### src/rtl/uart_pkg.sv
// Shared UART constants: receiver FSM states, oversampling geometry and config decode.
package uart_pkg;

    localparam int OVERSAMPLE = 16;

    // Tick-counter values bracketing the middle of a bit, and the last tick of a bit.
    localparam int SMP_A   = 7;
    localparam int SMP_B   = 8;
    localparam int SMP_C   = 9;
    localparam int BIT_END = 15;

    typedef enum logic [2:0] {
        ST_IDLE,
        ST_START,
        ST_DATA,
        ST_PARITY,
        ST_STOP
    } rx_state_t;

    // cfg_data_bits 0..3 selects 5..8 data bits.
    function automatic logic [3:0] data_bits(input logic [1:0] cfg);
        return 4'd5 + {2'b00, cfg};
    endfunction

endpackage

### src/rtl/uart_rx_sync.sv
// Two-flop synchronizer for an idle-high asynchronous input; both stages reset to 1.
// Latency: 2 clk.
// Backpressure: none, free-running.
module uart_rx_sync (
    input  logic clk,
    input  logic rst,
    input  logic d,
    output logic q
);

    logic meta;

    always_ff @(posedge clk or posedge rst) begin
        if (rst) begin
            meta <= 1'b1;
            q    <= 1'b1;
        end else begin
            meta <= d;
            q    <= meta;
        end
    end

endmodule

### src/rtl/uart_rx_oversampler.sv
// UART receiver: 16x oversampling, 3-sample majority vote, parity/framing check, one-entry output slot.
// Latency: rx_valid rises one clk after the mid-point tick of the last stop bit.
// Backpressure: a frame completing into a full slot without rx_ready is dropped and pulses rx_overrun.
module uart_rx_oversampler
    import uart_pkg::*;
#(
    parameter int OVERSAMPLE = uart_pkg::OVERSAMPLE,
    parameter int DATA_W     = 8
) (
    input  logic              clk,
    input  logic              rst,
    input  logic              sample_tick,
    input  logic              rx,
    input  logic [1:0]        cfg_data_bits,
    input  logic              cfg_parity_en,
    input  logic              cfg_parity_odd,
    input  logic              cfg_stop2,
    output logic [DATA_W-1:0] rx_data,
    output logic              rx_valid,
    input  logic              rx_ready,
    output logic              rx_parity_err,
    output logic              rx_frame_err,
    output logic              rx_overrun,
    output logic              rx_busy
);

    localparam int TW = $clog2(OVERSAMPLE);
    localparam int BW = $clog2(DATA_W + 1);
    localparam logic [TW-1:0] T_A   = TW'(SMP_A);
    localparam logic [TW-1:0] T_B   = TW'(SMP_B);
    localparam logic [TW-1:0] T_C   = TW'(SMP_C);
    localparam logic [TW-1:0] T_END = TW'(BIT_END);

    rx_state_t         state, state_nxt;
    logic [TW-1:0]     tcnt, tcnt_nxt;
    logic              rxs;
    logic              smp_a, smp_b, maj;
    logic              start_det, frame_done;
    logic [DATA_W-1:0] shreg;
    logic [BW-1:0]     bit_cnt;
    logic [3:0]        nbits;
    logic              stop_idx;
    logic              par_pend, frm_pend;
    logic [1:0]        cfg_bits_q;
    logic              cfg_par_en_q, cfg_par_odd_q, cfg_stop2_q;
    logic              at_mid, at_end;

    uart_rx_sync u_sync (
        .clk (clk),
        .rst (rst),
        .d   (rx),
        .q   (rxs)
    );

    assign nbits   = data_bits(cfg_bits_q);
    assign maj     = (smp_a & smp_b) | (smp_a & rxs) | (smp_b & rxs);
    assign at_mid  = sample_tick && (tcnt == T_C);
    assign at_end  = sample_tick && (tcnt == T_END);
    assign rx_busy = (state != ST_IDLE);

    always_ff @(posedge clk or posedge rst) begin
        if (rst) begin
            state <= ST_IDLE;
            tcnt  <= '0;
        end else begin
            state <= state_nxt;
            tcnt  <= tcnt_nxt;
        end
    end

    always_comb begin
        state_nxt  = state;
        tcnt_nxt   = tcnt;
        start_det  = 1'b0;
        frame_done = 1'b0;
        if (sample_tick) begin
            tcnt_nxt = tcnt + 1'b1;
            case (state)
                ST_IDLE: begin
                    tcnt_nxt = '0;
                    if (!rxs) begin
                        state_nxt = ST_START;
                        tcnt_nxt  = TW'(1);
                        start_det = 1'b1;
                    end
                end
                ST_START: begin
                    if (tcnt == T_C && maj) begin
                        state_nxt = ST_IDLE;
                        tcnt_nxt  = '0;
                    end else if (tcnt == T_END) begin
                        state_nxt = ST_DATA;
                    end
                end
                ST_DATA: begin
                    if (tcnt == T_END && bit_cnt == BW'(nbits))
                        state_nxt = cfg_par_en_q ? ST_PARITY : ST_STOP;
                end
                ST_PARITY: begin
                    if (tcnt == T_END)
                        state_nxt = ST_STOP;
                end
                ST_STOP: begin
                    // Complete mid-way through the last stop bit so the next start edge is not missed.
                    if (tcnt == T_C && (stop_idx || !cfg_stop2_q)) begin
                        state_nxt  = ST_IDLE;
                        tcnt_nxt   = '0;
                        frame_done = 1'b1;
                    end
                end
                default: begin
                    state_nxt = ST_IDLE;
                    tcnt_nxt  = '0;
                end
            endcase
        end
    end

    always_ff @(posedge clk or posedge rst) begin
        if (rst) begin
            smp_a         <= 1'b1;
            smp_b         <= 1'b1;
            shreg         <= '0;
            bit_cnt       <= '0;
            stop_idx      <= 1'b0;
            par_pend      <= 1'b0;
            frm_pend      <= 1'b0;
            cfg_bits_q    <= '0;
            cfg_par_en_q  <= 1'b0;
            cfg_par_odd_q <= 1'b0;
            cfg_stop2_q   <= 1'b0;
        end else begin
            if (sample_tick && tcnt == T_A)
                smp_a <= rxs;
            if (sample_tick && tcnt == T_B)
                smp_b <= rxs;
            if (start_det) begin
                cfg_bits_q    <= cfg_data_bits;
                cfg_par_en_q  <= cfg_parity_en;
                cfg_par_odd_q <= cfg_parity_odd;
                cfg_stop2_q   <= cfg_stop2;
                shreg         <= '0;
                bit_cnt       <= '0;
                stop_idx      <= 1'b0;
                par_pend      <= 1'b0;
                frm_pend      <= 1'b0;
            end
            if (at_mid && state == ST_DATA) begin
                shreg   <= shreg | (DATA_W'(maj) << bit_cnt);
                bit_cnt <= bit_cnt + 1'b1;
            end
            // Unused MSBs of shreg stay zero, so a full-width XOR is the data parity.
            if (at_mid && state == ST_PARITY && maj != (^shreg ^ cfg_par_odd_q))
                par_pend <= 1'b1;
            if (at_mid && state == ST_STOP && !maj)
                frm_pend <= 1'b1;
            if (at_end && state == ST_STOP)
                stop_idx <= 1'b1;
        end
    end

    always_ff @(posedge clk or posedge rst) begin
        if (rst) begin
            rx_data       <= '0;
            rx_valid      <= 1'b0;
            rx_parity_err <= 1'b0;
            rx_frame_err  <= 1'b0;
            rx_overrun    <= 1'b0;
        end else begin
            rx_overrun <= 1'b0;
            if (frame_done && (!rx_valid || rx_ready)) begin
                rx_data       <= shreg;
                rx_parity_err <= par_pend;
                rx_frame_err  <= frm_pend | ~maj;
                rx_valid      <= 1'b1;
            end else begin
                if (frame_done)
                    rx_overrun <= 1'b1;
                if (rx_valid && rx_ready)
                    rx_valid <= 1'b0;
            end
        end
    end

endmodule

### config.mk
export PLATFORM = sky130hd
export DESIGN_NAME = uart_rx_oversampler
export DESIGN_NICKNAME = d
export VERILOG_FILES = /design/src/rtl/uart_pkg.sv /design/src/rtl/uart_rx_sync.sv /design/src/rtl/uart_rx_oversampler.sv
export SDC_FILE = /design/constraint.sdc
export NUM_CORES = 1
export LEC_CHECK = 0
export CAP_MARGIN = 5
export CORE_UTILIZATION = 40
export CTS_BUF_LIST = sky130_fd_sc_hd__clkbuf_8
export DETAILED_ROUTE_END_ITERATION = 10
export GPL_TIMING_DRIVEN = 0
export RECOVER_POWER = 25
export SLEW_MARGIN = 20
export SYNTH_ARGS = -nofsm -noshare
export SYNTH_HDL_FRONTEND = slang
export SYNTH_HIERARCHICAL = 1
export SYNTH_SLANG_ARGS = --single-unit
### constraint.sdc
create_clock -name clk -period 2.1 [get_ports clk]
set_input_delay 0.63 -clock clk [delete_from_list [all_inputs] [get_ports clk]]
set_output_delay 0.63 -clock clk [all_outputs]
set_load 0.03 [all_outputs]
==> results of run 1 <==
-- registers in the layout, indices dropped and copies added (netlist names), 2 cells and up --
register / cells
shreg: 8
tcnt: 4
bit_cnt: 4
state: 3
rx_data: 8
cfg_bits_q: 2
-- cells in the final DEF (no fill, tap or decap), drive strengths merged, types with 4 or more instances in the layout --
| cell | synthesis | routed |
|---|---|---|
| o21ai | 10 | 10 |
| dfstp | 4 | 4 |
| xnor2 | 8 | 8 |
| nand3 | 10 | 10 |
| nor3 | 6 | 6 |
| inv | 9 | 12 |
| ha | 5 | 5 |
| nor2 | 8 | 8 |
| buf | 4 | 6 |
| nand2b | 4 | 4 |
| nand2 | 19 | 19 |
| clkdlybuf4s50 | 0 | 18 |
| clkbuf | 6 | 11 |
| dfrtp | 39 | 39 |
| mux2 | 17 | 17 |
-- timing repair --
| item | in CTS | in global routing |
|---|---|---|
| pin swaps | 0 | 1 |
| hold buffers | 0 | 0 |
| setup buffers | 0 | 1 |
| resized for setup | 6 | 3 |
| endpoints found under the setup margin | 2 | 13 |
| hold endpoints to repair | 0 | 0 |
-- cells by family after synthesis --
kind of cell             count (synthesis)
flip-flops                              43
XOR/XNOR                                11
multiplexers                            19
AND/OR/NAND/NOR                         65
AO/OA/AOI/OAI                           31
buffers and inverters                   19
adder cells (fa/ha/maj)                  6
-- power breakdown --
part           switching, mW  internal (mW)  total, mW
clock                  0.267          0.222      0.489
sequential             0.133          0.975       1.11
combinational          0.453          0.385      0.838
-- layout make-up --
cell class / count / area, sq um / share of cell area
tap: 70 / 87.58 / 0.03433
multi-input combinational: 132 / 989.7 / 0.3879
sequential: 43 / 1081 / 0.4237
inverter: 9 / 33.78 / 0.01324
buffer: 10 / 42.54 / 0.01667
timing repair buffer: 24 / 236.5 / 0.09269
clock inverter: 3 / 11.26 / 0.004414
clock buffer: 5 / 68.82 / 0.02697
-- metrics by stage --
step                      setup WS, ns  setup TNS [ns]  hold WS [ns]    util
final                          0.09073               0        0.3573  0.4995
after global routing           0.01773               0        0.3656  0.4995
after CTS                     0.002756               0        0.3586  0.4993
after floorplan                 0.3168               0        0.3452       -
after global placement         -0.4244          -21.13        0.3462  0.4762
after detailed placement       -0.3155          -4.296        0.3476  0.4802
-- layer usage --
metal  GRT usage  up-vias
met5           0        -
met4     0.07966        0
met3     0.04284        7
met2      0.2563       27
met1      0.2487      727
li1            -      750
-- path summary, 6_finish.rpt --
kind,startpoint,slack [ns],end
setup / recovery,state[0],0.09,rx_busy
hold / removal,u_sync/meta,0.36,u_sync/q
setup reg to reg,tcnt[1],0.16,state[1]
hold reg to reg,u_sync/meta,0.36,u_sync/q
max in group asynchronous,rst,0.27,rx_frame_err
min in group asynchronous,rst,0.82,u_sync/q
==> impl_metrics.json, run 1 <==
{
  "powerDensity_nw_per_um2": 954.1,
  "synth_cell_types": 44,
  "die_area_sq_um": 5607,
  "tritoncts": "done",
  "yosys-top-cells-area": "dfrtp_1 (46%), mux2_2 (8.5%), dfstp_2 (4.9%), nand2_1 (3.4%), xnor2_1 (3.3%)",
  "io_pins": 23,
  "fin_skew_ns": 0.007145,
  "required_ns": 1.47,
  "synthMuxAreaShare": 0.1013,
  "synth_edf_count": 0,
  "crit_family": "buffers and inverters",
  "wl_met2_mm": 1.898,
  "post-synth-top-count-cell": "dfrtp_1",
  "arrival_ns": 1.38,
  "synthArstFlopShare": 1.000,
  "cts_buffers": 5,
  "synthCells": 194,
  "portBuffers": 22,
  "hold_viol": 0,
  "ys_ff_latch": 43,
  "layout.nets": 240,
  "leakage_nw": 1.173,
  "max_freq_mhz": 497.7,
  "grt_pass1_vias": 1480,
  "h-tree-depth": 2,
  "die_w_microns": 74.88,
  "fin_area_sq_um": 2551,
  "holdCritPathClass": "flip-flop to flip-flop",
  "synth-simple-area-share": 0.1678,
  "place_area_sq_um": 2452,
  "grt_max_degree": 30,
  "finalWirelength_mm": 4.137,
  "cp_num_buf_inv": 3,
  "grt_pass1_wl_mm": 7.196,
  "synth_nets": 209,
  "tightest_slew_ns": 0.6430,
  "rows": 26,
  "m1WireLength_mm": 2.027,
  "diodes": 0,
  "synth_area_per_cell_sq_um": 10.95,
  "synth_warnings": 6,
  "crit_path_max_incr_delay_ns": 0.37,
  "synthToLayoutAreaGrowth_pct": 20.08,
  "grt.total_usage": 0.1760,
  "vias_per_cell": 5.105,
  "cp-start-kind": "flip-flop",
  "ir_drop_mv": 0.3963,
  "rsz0062_at_grt": "false",
  "endpoint_kind": "output pin",
  "cts_root_buf": "clkbuf_8",
  "whs_path_depth": 0,
  "min_period_ns": 2.009,
  "antenna_found_initial": 0,
  "drive_gt1_frac": 0.1858,
  "drc": 0,
  "status": "completed",
  "via_count": 1511,
  "slew_headroom": 0.5714,
  "place.gp.congestion": 0.8007,
  "insertion_delay_ns": 0.29,
  "routed.top_layer": "met4",
  "finalNonFillerCells": 296,
  "dp_cells": 287,
  "yosysTopAreaCellShare": 0.4594,
  "syn_area_sq_um": 2125,
  "path_depth": 4,
  "ys_seq_area_frac": 0.5088,
  "synthFlopType": "dfrtp_1",
  "wl_per_cell_microns": 13.98,
  "clock_sinks": 43,
  "r2r_cells": 7,
  "drtPass1Iterations": 4,
  "cp_max_fo": 10,
  "dieHeight_microns": 74.88,
  "cts_buffer_depth": 2,
  "synthAdderAreaFrac": 0.03592,
  "gr-total-overflow": 0,
  "core_sq_um": 5107,
  "routed-wl-met3_microns": 134,
  "ant_nets": 0,
  "finalCritPeriodShare": 0.9568,
  "crit_type": "flip-flop to output pin",
  "drv_cap": 0,
  "critPathSlowestCell": "dfrtp_1",
  "dr.first_iter.drc_count": 66,
  "finalPower_mw": 2.434,
  "nFillCells": 470,
  "initial_core_util": 0.4160,
  "slew_violations": 0,
  "path_cells": "buf_2 > nor3_4 > inv_1 > clkdlybuf4s15_2",
  "setup_viol": 0,
  "synth_compound_area_frac": 0.1048,
  "synth_top_cells_by_count": "dfrtp_1 (39), nand2_1 (19), mux2_2 (16)",
  "yosys.area.top_type": "dfrtp_1",
  "cts.clk_slew.worst_paths_ns": 0.08,
  "synth_top_family_by_area": "simple AND/OR/NAND/NOR gates",
  "dp_hpwl_mm": 2.928,
  "synth_xor_area_frac": 0.04535
}
Power figures use the tool's default switching activity.
==> inputs of run 2 (changes only) <==
Settings changed: CTS_CLUSTER_SIZE set to 20, SLEW_MARGIN 20 to 15.
==> results of run 2 <==
The final DEF is identical to that of run 1; final timing and power are the same.
==> inputs of run 3 (changes only) <==
Settings changed: SLEW_MARGIN 15 to 20.
==> results of run 3 <==
The final DEF is identical to that of run 1; final timing and power are the same.
